### src/rtl/mac_pkg.sv
// rtl/mac_pkg.sv - shared types and arithmetic helpers for mac_stream_cluster
// Purpose: accumulator state encoding, lane-count log2, adder-tree width
// formula and a width-generic saturating/wrapping adder.
// Ports: none (package).
package mac_pkg;

  typedef enum logic {
    IDLE  = 1'b0,
    ACCUM = 1'b1
  } acc_state_t;

  localparam int DEF_LANES = 8;
  localparam int DEF_DW    = 8;
  localparam int DEF_ACC_W = 32;

  // Widest value sat_add handles; callers extend operands to this width first.
  localparam int SAT_W = 64;

  function automatic int clog2_lanes(input int n);
    int r;
    r = 0;
    for (int i = 0; i < 31; i++) begin
      if ((1 << i) < n) r = i + 1;
    end
    return r;
  endfunction

  // Full product width plus one carry bit per reduction level.
  function automatic int tree_width(input int dw, input int n);
    return 2 * dw + clog2_lanes(n);
  endfunction

  // Adds two SAT_W-bit pre-extended operands and fits the exact sum into a
  // w-bit signed or unsigned range. Returns {overflow, result}; only the low
  // w bits of result are meaningful.
  function automatic logic [SAT_W:0] sat_add(
    input logic [SAT_W-1:0] a,
    input logic [SAT_W-1:0] b,
    input int               w,
    input logic             is_signed,
    input logic             saturate
  );
    logic signed [SAT_W:0] s;
    logic signed [SAT_W:0] hi;
    logic signed [SAT_W:0] lo;
    logic signed [SAT_W:0] one;
    logic                  ovf;
    logic [SAT_W-1:0]      res;
    one = {{SAT_W{1'b0}}, 1'b1};
    s   = $signed({a[SAT_W-1], a}) + $signed({b[SAT_W-1], b});
    if (is_signed) begin
      hi = (one <<< (w - 1)) - one;
      lo = -(one <<< (w - 1));
    end else begin
      hi = (one <<< w) - one;
      lo = '0;
    end
    ovf = (s > hi) || (s < lo);
    if (ovf && saturate) begin
      res = (s > hi) ? hi[SAT_W-1:0] : lo[SAT_W-1:0];
    end else begin
      res = s[SAT_W-1:0];
    end
    return {ovf, res};
  endfunction

endpackage

### src/rtl/mac_adder_tree.sv
// rtl/mac_adder_tree.sv - combinational N-input binary reduction tree
// Purpose: sums N packed IN_W-bit lane values into one OUT_W-bit result.
// Ports:
//   i_data  in   N*IN_W  packed lane values, lane k = bits [k*IN_W +: IN_W]
//   o_sum   out  OUT_W   sum of all lanes (modulo 2^OUT_W)
module mac_adder_tree
  import mac_pkg::*;
#(
  parameter int N      = 8,
  parameter int IN_W   = 16,
  parameter int OUT_W  = 19,
  parameter int SIGNED = 1
) (
  input  logic [N*IN_W-1:0] i_data,
  output logic [OUT_W-1:0]  o_sum
);

  localparam int LVLS = clog2_lanes(N);

  genvar l, k;
  generate
    // Level 0 holds the widened leaves; each later level halves the node count.
    for (l = 0; l <= LVLS; l++) begin : g_lvl
      logic [OUT_W-1:0] w_node [N >> l];
      for (k = 0; k < (N >> l); k++) begin : g_node
        if (l == 0) begin : g_leaf
          wire w_ext = (SIGNED != 0) && i_data[k*IN_W + IN_W - 1];
          assign w_node[k] = {{(OUT_W-IN_W){w_ext}}, i_data[k*IN_W +: IN_W]};
        end else begin : g_add
          assign w_node[k] = g_lvl[l-1].w_node[2*k] + g_lvl[l-1].w_node[2*k+1];
        end
      end
    end
  endgenerate

  assign o_sum = g_lvl[LVLS].w_node[0];

endmodule

### src/rtl/mac_stream_cluster.sv
// rtl/mac_stream_cluster.sv - streaming N-lane dot-product engine with accumulator
// Purpose: multiplies N lane pairs per beat, reduces them in a registered tree
// and accumulates beats until in_last, emitting one result per vector.
// Ports:
//   clk        in   1      rising-edge clock
//   rst        in   1      synchronous active-low reset
//   ebl        in   1      global enable, low freezes everything
//   in_valid   in   1      beat present
//   in_ready   out  1      beat accepted this cycle (combinational)
//   in_a/in_b  in   N*DW   packed operands, lane i = bits [i*DW +: DW]
//   in_last    in   1      final beat of the vector
//   out_valid  out  1      result present
//   out_ready  in   1      consumer takes the result
//   out_data   out  ACC_W  dot-product result
//   out_ovf    out  1      overflow seen anywhere in this vector
module mac_stream_cluster
  import mac_pkg::*;
#(
  parameter int N_LANES    = DEF_LANES,
  parameter int DATA_WIDTH = DEF_DW,
  parameter int ACC_WIDTH  = DEF_ACC_W,
  parameter int SIGNED     = 1,
  parameter int SATURATE   = 1
) (
  input  logic                          clk,
  input  logic                          rst,
  input  logic                          ebl,
  input  logic                          in_valid,
  output logic                          in_ready,
  input  logic [N_LANES*DATA_WIDTH-1:0] in_a,
  input  logic [N_LANES*DATA_WIDTH-1:0] in_b,
  input  logic                          in_last,
  output logic                          out_valid,
  input  logic                          out_ready,
  output logic [ACC_WIDTH-1:0]          out_data,
  output logic                          out_ovf
);

  localparam int VEC_W  = N_LANES * DATA_WIDTH;
  localparam int PROD_W = 2 * DATA_WIDTH;
  localparam int TREE_W = tree_width(DATA_WIDTH, N_LANES);

  logic                      w_stall;

  logic                      r_s0_valid;
  logic                      r_s0_last;
  logic [VEC_W-1:0]          r_s0_a;
  logic [VEC_W-1:0]          r_s0_b;

  logic                      r_s1_valid;
  logic                      r_s1_last;
  logic [N_LANES*PROD_W-1:0] r_s1_prod;

  logic                      r_s2_valid;
  logic                      r_s2_last;
  logic [TREE_W-1:0]         r_s2_sum;

  acc_state_t                r_state;
  logic [ACC_WIDTH-1:0]      r_acc;
  logic                      r_ovf;

  logic                      r_out_valid;
  logic [ACC_WIDTH-1:0]      r_out_data;
  logic                      r_out_ovf;

  assign w_stall   = !ebl || (r_out_valid && !out_ready);
  assign in_ready  = !w_stall;
  assign out_valid = r_out_valid;
  assign out_data  = r_out_data;
  assign out_ovf   = r_out_ovf;

  logic [N_LANES*PROD_W-1:0] w_prod;

  genvar i;
  generate
    for (i = 0; i < N_LANES; i++) begin : g_mul
      wire              w_sa = (SIGNED != 0) && r_s0_a[i*DATA_WIDTH + DATA_WIDTH - 1];
      wire              w_sb = (SIGNED != 0) && r_s0_b[i*DATA_WIDTH + DATA_WIDTH - 1];
      wire [PROD_W-1:0] w_xa = {{DATA_WIDTH{w_sa}}, r_s0_a[i*DATA_WIDTH +: DATA_WIDTH]};
      wire [PROD_W-1:0] w_xb = {{DATA_WIDTH{w_sb}}, r_s0_b[i*DATA_WIDTH +: DATA_WIDTH]};
      // The low 2*DW bits of the product of extended operands are exact in both modes.
      assign w_prod[i*PROD_W +: PROD_W] = w_xa * w_xb;
    end
  endgenerate

  logic [TREE_W-1:0] w_tree_sum;

  mac_adder_tree #(
    .N      (N_LANES),
    .IN_W   (PROD_W),
    .OUT_W  (TREE_W),
    .SIGNED (SIGNED)
  ) u_tree (
    .i_data (r_s1_prod),
    .o_sum  (w_tree_sum)
  );

  logic [ACC_WIDTH-1:0] w_acc_in;
  logic [SAT_W-1:0]     w_acc_ext;
  logic [SAT_W-1:0]     w_sum_ext;
  logic [SAT_W:0]       w_add;
  logic                 w_hold;
  logic [ACC_WIDTH-1:0] w_next;
  logic                 w_next_ovf;

  assign w_acc_in  = (r_state == ACCUM) ? r_acc : '0;
  assign w_acc_ext = {{(SAT_W-ACC_WIDTH){(SIGNED != 0) && w_acc_in[ACC_WIDTH-1]}}, w_acc_in};
  assign w_sum_ext = {{(SAT_W-TREE_W){(SIGNED != 0) && r_s2_sum[TREE_W-1]}}, r_s2_sum};
  assign w_add     = sat_add(w_acc_ext, w_sum_ext, ACC_WIDTH, SIGNED != 0, SATURATE != 0);

  // Once clamped, the accumulator stays on the rail for the rest of the vector.
  assign w_hold     = (SATURATE != 0) && r_ovf;
  assign w_next     = w_hold ? w_acc_in : w_add[ACC_WIDTH-1:0];
  assign w_next_ovf = r_ovf || w_add[SAT_W];

  wire w_unused = &{1'b0, w_add[SAT_W-1:ACC_WIDTH]};

  always_ff @(posedge clk) begin
    if (!rst) begin
      r_s0_valid  <= 1'b0;
      r_s0_last   <= 1'b0;
      r_s0_a      <= '0;
      r_s0_b      <= '0;
      r_s1_valid  <= 1'b0;
      r_s1_last   <= 1'b0;
      r_s1_prod   <= '0;
      r_s2_valid  <= 1'b0;
      r_s2_last   <= 1'b0;
      r_s2_sum    <= '0;
      r_state     <= IDLE;
      r_acc       <= '0;
      r_ovf       <= 1'b0;
      r_out_valid <= 1'b0;
      r_out_data  <= '0;
      r_out_ovf   <= 1'b0;
    end else if (!w_stall) begin
      r_s0_valid <= in_valid;
      r_s0_last  <= in_last;
      r_s0_a     <= in_a;
      r_s0_b     <= in_b;

      r_s1_valid <= r_s0_valid;
      r_s1_last  <= r_s0_last;
      r_s1_prod  <= w_prod;

      r_s2_valid <= r_s1_valid;
      r_s2_last  <= r_s1_last;
      r_s2_sum   <= w_tree_sum;

      // Not stalled means the output slot is empty or being taken this edge.
      r_out_valid <= 1'b0;
      if (r_s2_valid) begin
        if (r_s2_last) begin
          r_out_valid <= 1'b1;
          r_out_data  <= w_next;
          r_out_ovf   <= w_next_ovf;
          r_acc       <= '0;
          r_ovf       <= 1'b0;
          r_state     <= IDLE;
        end else begin
          r_acc   <= w_next;
          r_ovf   <= w_next_ovf;
          r_state <= ACCUM;
        end
      end
    end
  end

endmodule
### config.mk
export PLATFORM = sky130hd
export DESIGN_NAME = mac_stream_cluster
export DESIGN_NICKNAME = d
export VERILOG_FILES = /design/src/rtl/mac_pkg.sv /design/src/rtl/mac_adder_tree.sv /design/src/rtl/mac_stream_cluster.sv
export SDC_FILE = /design/constraint.sdc
export NUM_CORES = 2
export LEC_CHECK = 0
export ABC_AREA = 1
export CAP_MARGIN = 0
export CORE_MARGIN = 2
export CORE_UTILIZATION = 55
export DETAILED_ROUTE_END_ITERATION = 8
export PLACE_DENSITY_LB_ADDON = 0.2
export RECOVER_POWER = 25
export SYNTH_ARGS = -nofsm -noshare
export SYNTH_HDL_FRONTEND = slang
export SYNTH_SLANG_ARGS = --single-unit
export TNS_END_PERCENT = 30
### constraint.sdc
create_clock -name clk -period 5.6 [get_ports clk]
set_input_delay 1.12 -clock clk [delete_from_list [all_inputs] [get_ports clk]]
set_output_delay 1.12 -clock clk [all_outputs]
set_load 0.02 [all_outputs]
### Word-level counts from Yosys, hierarchy flattened

Cells that the tools add are included.

* bits in registers: 349
* output and inout bits: 35
* word-level logic and storage cells: 53

* $lt $le $gt $ge: 2
* add/subtract/negate cells: 8
* bitwise operators: 1
* $mul: 8
* multiplexer cells: 9
* reductions and logical operators: 9

Operator list (number)
* two-way mux 32 bit: 5
* multiplier 8 x 8 -> 16 bit: 8
* adder 16 x 16 -> 17 bit: 4
* adder 17 x 17 -> 18 bit: 2
* adder 32 x 19 -> 33 bit: 1
* greater-than comparator 33 x 32 -> 1 bit, second input constant: 1
* less-than comparator 33 x 32 -> 1 bit, second input constant: 1
* adder 18 x 18 -> 19 bit: 1
* two-way mux 1 bit: 4
* zero test 1 bit: 3
* logical OR 1 bit: 3
* AND reduction 3 bit: 1
* AND reduction 2 bit: 1
* logical AND 1 bit: 1
* inverter 1 bit: 1

### Longest topological paths before layout

* depth in word-level cells: 7
* gate-level depth with buffers: 31
* mapped depth without buffers: 27

### Cells and area by module

From an unflattened synthesis, not the netlist that was laid out.

* cell total of the unflattened synthesis: 5814
* area, all modules: 41213.3 sq um

By module, submodules not included
* mac_stream_cluster: instances 1, seq. area each 6986.7 sq um, cells each 4886, area an instance 35860.6 sq um
* mac_adder_tree: instances 1, seq. area each 0.0 sq um, cells each 928, area an instance 5352.6 sq um

### Worst setup path after synthesis

Ideal clock, no wire load.

* path type: flip-flop to flip-flop
* from: register r_s0_b[26]
* to: register r_s1_prod[62]
* stages on the path, launching flop included: 27
* period minus slack after synthesis: 4.774 ns
* slack: 0.826 ns
* data arrival time: 4.658 ns
* path buffers: 1
* required time: 5.485 ns
* cell sequence: dfxtp_1 -> clkbuf_1 -> nand2_1 -> fa_1 -> fa_1 -> inv_1 -> fa_1 -> inv_1 -> fa_1 -> inv_1 -> ha_1 -> a21oi_1 -> o21ai_0 -> a21oi_1 -> inv_1 -> a21oi_1 -> inv_1 -> nand2_1 -> inv_1 -> or2_2 -> a21oi_1 -> nor2_1 -> o21a_1 -> nor2_1 -> xor2_1 -> o21ai_0 -> inv_1

* word-level cells in the longest chain between the ends: 1

RTL lines
* start, declared: line mac_stream_cluster.sv:48 `logic [VEC_W-1:0] r_s0_b;`
* start signal, assigned: line mac_stream_cluster.sv:140 `r_s0_b <= in_b;`
* multiplier 8 x 8 -> 16 bit: line mac_stream_cluster.sv:82 `assign w_prod[i*PROD_W +: PROD_W] = w_xa * w_xb;`
* end signal, assigned: line mac_stream_cluster.sv:144 `r_s1_prod <= w_prod;`
* end, declared: line mac_stream_cluster.sv:52 `logic [N_LANES*PROD_W-1:0] r_s1_prod;`

Every way passes these cells.
A chain may end at the register's enable or synchronous reset.

### Worst setup path in the final report

* from: register r_s0_b[31]
* to: register r_s1_prod[62]

Same word-level chain as after synthesis.

==> metrics.txt <==
maximum VDD drop 0.000386 V; CP max FO 9; Worst Hold End r_acc[22]; asr flop ratio synth 0%; number of synthesized register bits 349; initial antenna violation count 2; post-synthesis cell count 5188; Synth Cell Area 0.0387 sq mm; Reg power frac 24.3%; Synth area leader fa_1; Num CTS Buffers 44; switch share 43.9%; DR WL/cell 14.8 um; Critical R2R Capture r_s1_prod[62]; Yosys warnings 0; pin count of the biggest net entering global routing 170; first-pass detailed-route iteration total 6; Clock Latency Late Sink 610 ps; fin crit share 90.5%; crit start category flop; vias in the first global route 30640; P&R area growth vs syn 9.02%; HPWL Detailed 71900 um; measured slew at the worst slew-check pin 2370 ps; drt initial violations 1792; leakage 22.7 nW; die width 269 um; Comb power frac 52.6%; # rows 97; clk slew on worst S/H paths 70 ps; Initial Utilization 55.4%; run status complete, but fails checks; CTS max path bufs 3; total internal power 7.15 mW; Switch Pwr 5.59 mW; NumNets Final 6117; I/O pins 169; clk_skew 30.8 ps; hold-fix buffers at CTS 0; Synth top area share 27.9%; Final setup violation count 0; Worst Setup SP r_s0_b[31]; top cells by area, synth fa_1, dfxtp_1, inv_1; Avg Cell Area, Syn 7.46 sq um; Placer Congestion 0.950; core outline area 0.0699 sq mm; first-pass GRT wire length 153000 um; Min Clock Period, post-route 5070 ps; Top FF cell, synth dfxtp_1; Max Cap Violations 1; total gr overflow 0; clock root buffer clkbuf_16; via/cell ratio 4.97; Slew HR -57.9%; port buffer count 168; Routed WL 90700 um; Clock power frac 23.1%; fraction of layout instances using a drive strength above 1 4.65%; DRC 0; Worst Min Path Start r_acc[22]; Worst Hold Class flop to flop; Reg2Reg Setup Slack 530 ps; origin of the critical flop-to-flop path r_s0_b[31]; post-CTS sizing 0; Crit path arrival time 5580 ps; final hold vios 0; worst hold path stage count 2; Seq/Total Area, Yosys 18.0%; count of different cell masters after synthesis 44; Hold Worst Slack 466 ps; setup_tns 0 ps; WS Path Type flop to flop; Crit. End Element flop; GRT Total Usage 25.8%; final instance area 0.0422 sq mm; Synthesized Nets 6134; CTS tree built; Clock Sinks 349; RSZ-0062 raised after global routing false; Worst EP required 6110 ps; failing checks capacitance limit, slew limit; Die ar. 0.0725 sq mm; Slew Limit Fails 64; Setup Buffers After CTS 0; worst r2r path cells 26; number of synthesized flops with an enable pin 0; routed vias 30505; Die H 269 um; H-tree levels 2; FMAX 197 MHz; Placed Area 0.0407 sq mm; cell area power density 302 mW/mm^2; post-route ant nets 0
[cell usage after synthesis (17+ instances only)]
| cell | number |
|---|---|
| nand3_2 | 21 |
| dfxtp_1 | 349 |
| xnor2_1 | 58 |
| ha_1 | 272 |
| inv_2 | 17 |
| clkbuf_1 | 231 |
| o21ai_0 | 313 |
| fa_1 | 540 |
| nand2_1 | 988 |
| or2_2 | 52 |
| nor2_1 | 516 |
| nand2_2 | 28 |
| nand3_1 | 151 |
| inv_1 | 1223 |
| a21oi_1 | 213 |
| xor2_1 | 92 |
[power by group through the flow]
stage | combinational, mW | sequential (mW) | clock, mW
2_1_floorplan | 5.30 | 2.92 | 0
3_3_place_gp | 6.55 | 3.13 | 0
3_5_place_dp | 6.66 | 3.14 | 0
4_1_cts | 6.71 | 3.09 | 3.00
5_1_grt | 7.70 | 3.13 | 3.09
6_report | 6.70 | 3.09 | 2.95
[layout make-up]
type,instances,area (sq um)
multi-input cells,3348,26000
clock inverters,23,270
diodes,1,2.50
flip-flops and latches,349,6990
well taps,940,1180
repair buffers,188,1850
clock buffers,54,1200
inverters,1240,4660
fillers,6563,27700
[metrics by stage]
step	power [mW]	std cells	util, %	setup slack (ps)
2_1_floorplan	8.22	5188	-	826
3_3_place_gp	9.68	6065	58.3	620
3_5_place_dp	9.80	6065	58.3	565
4_1_cts	12.8	6142	60.4	560
5_1_grt	13.9	6143	60.4	239
6_report	12.7	6143	60.4	529
[state kept, by name, summed over array words and instances (netlist names)]
name / flops
r_acc: 32
r_s1_last: 1
r_s0_a: 64
r_s0_valid: 1
r_s2_sum: 19
r_s1_prod: 128
r_s0_b: 64
r_s1_valid: 1
out_ovf: 1
r_s0_last: 1
r_s2_last: 1
r_ovf: 1
r_state: 1
r_s2_valid: 1
out_valid: 1
out_data: 32
[per-layer routing]
layer / vias up / wire length (um) / GRT usage, %
met5: - / 0 / 0
met4: 0 / 3470 / 9.58
met3: 156 / 3720 / 3.07
met2: 567 / 42600 / 42.6
met1: 14511 / 40900 / 34.8
li1: 15271 / - / -
[placed cells by master (no fill, tap or decap), types with 17 or more instances in the layout]
| cell type | instances |
|---|---|
| inv_1 | 1222 |
| nand2_1 | 988 |
| buf_4 | 17 |
| dlygate4sd3_1 | 35 |
| fa_1 | 540 |
| clkdlybuf4s50_1 | 132 |
| nand3_1 | 151 |
| or2_2 | 52 |
| xnor2_1 | 58 |
| a21oi_1 | 213 |
| dfxtp_1 | 348 |
| nand3_2 | 21 |
| ha_1 | 272 |
| nand2_2 | 28 |
| nor2_1 | 514 |
| xor2_1 | 92 |
| o21ai_0 | 314 |
| clkbuf_16 | 44 |
[critical path, cell delays in order (launching register included)]
cell	delay, ps
dfxtp_1	350
inv_1	130
or2_2	310
fa_1	460
fa_1	490
inv_1	50
fa_1	470
inv_1	50
fa_1	470
inv_1	40
ha_1	300
a21oi_1	130
o21ai_0	150
a21oi_1	150
inv_1	50
a21oi_1	120
inv_1	60
nand2_1	50
inv_1	40
or2_2	260
a21oi_1	230
nor2_1	70
o21a_1	180
nor2_1	110
xor2_1	70
o21ai_0	140
inv_1	50
[logic make-up after synthesis]
logic type,synth area share (%)
compound gates,7.87
simple gates,19.2
fa+ha+maj,36.7
buf+inv,14.7
flops,18.0
xor+xnor,3.44
[worst max-delay path by stage]
stage,end,slack (ps),depth (start not counted)
after global routing,r_s1_prod[62],240,26
after global placement,r_s1_prod[62],620,26
after detailed placement,r_s1_prod[62],570,26
after floorplan,r_s1_prod[62],830,26
final,r_s1_prod[62],530,26
after CTS,r_s1_prod[62],560,26
Power figures use the tool's default switching activity.
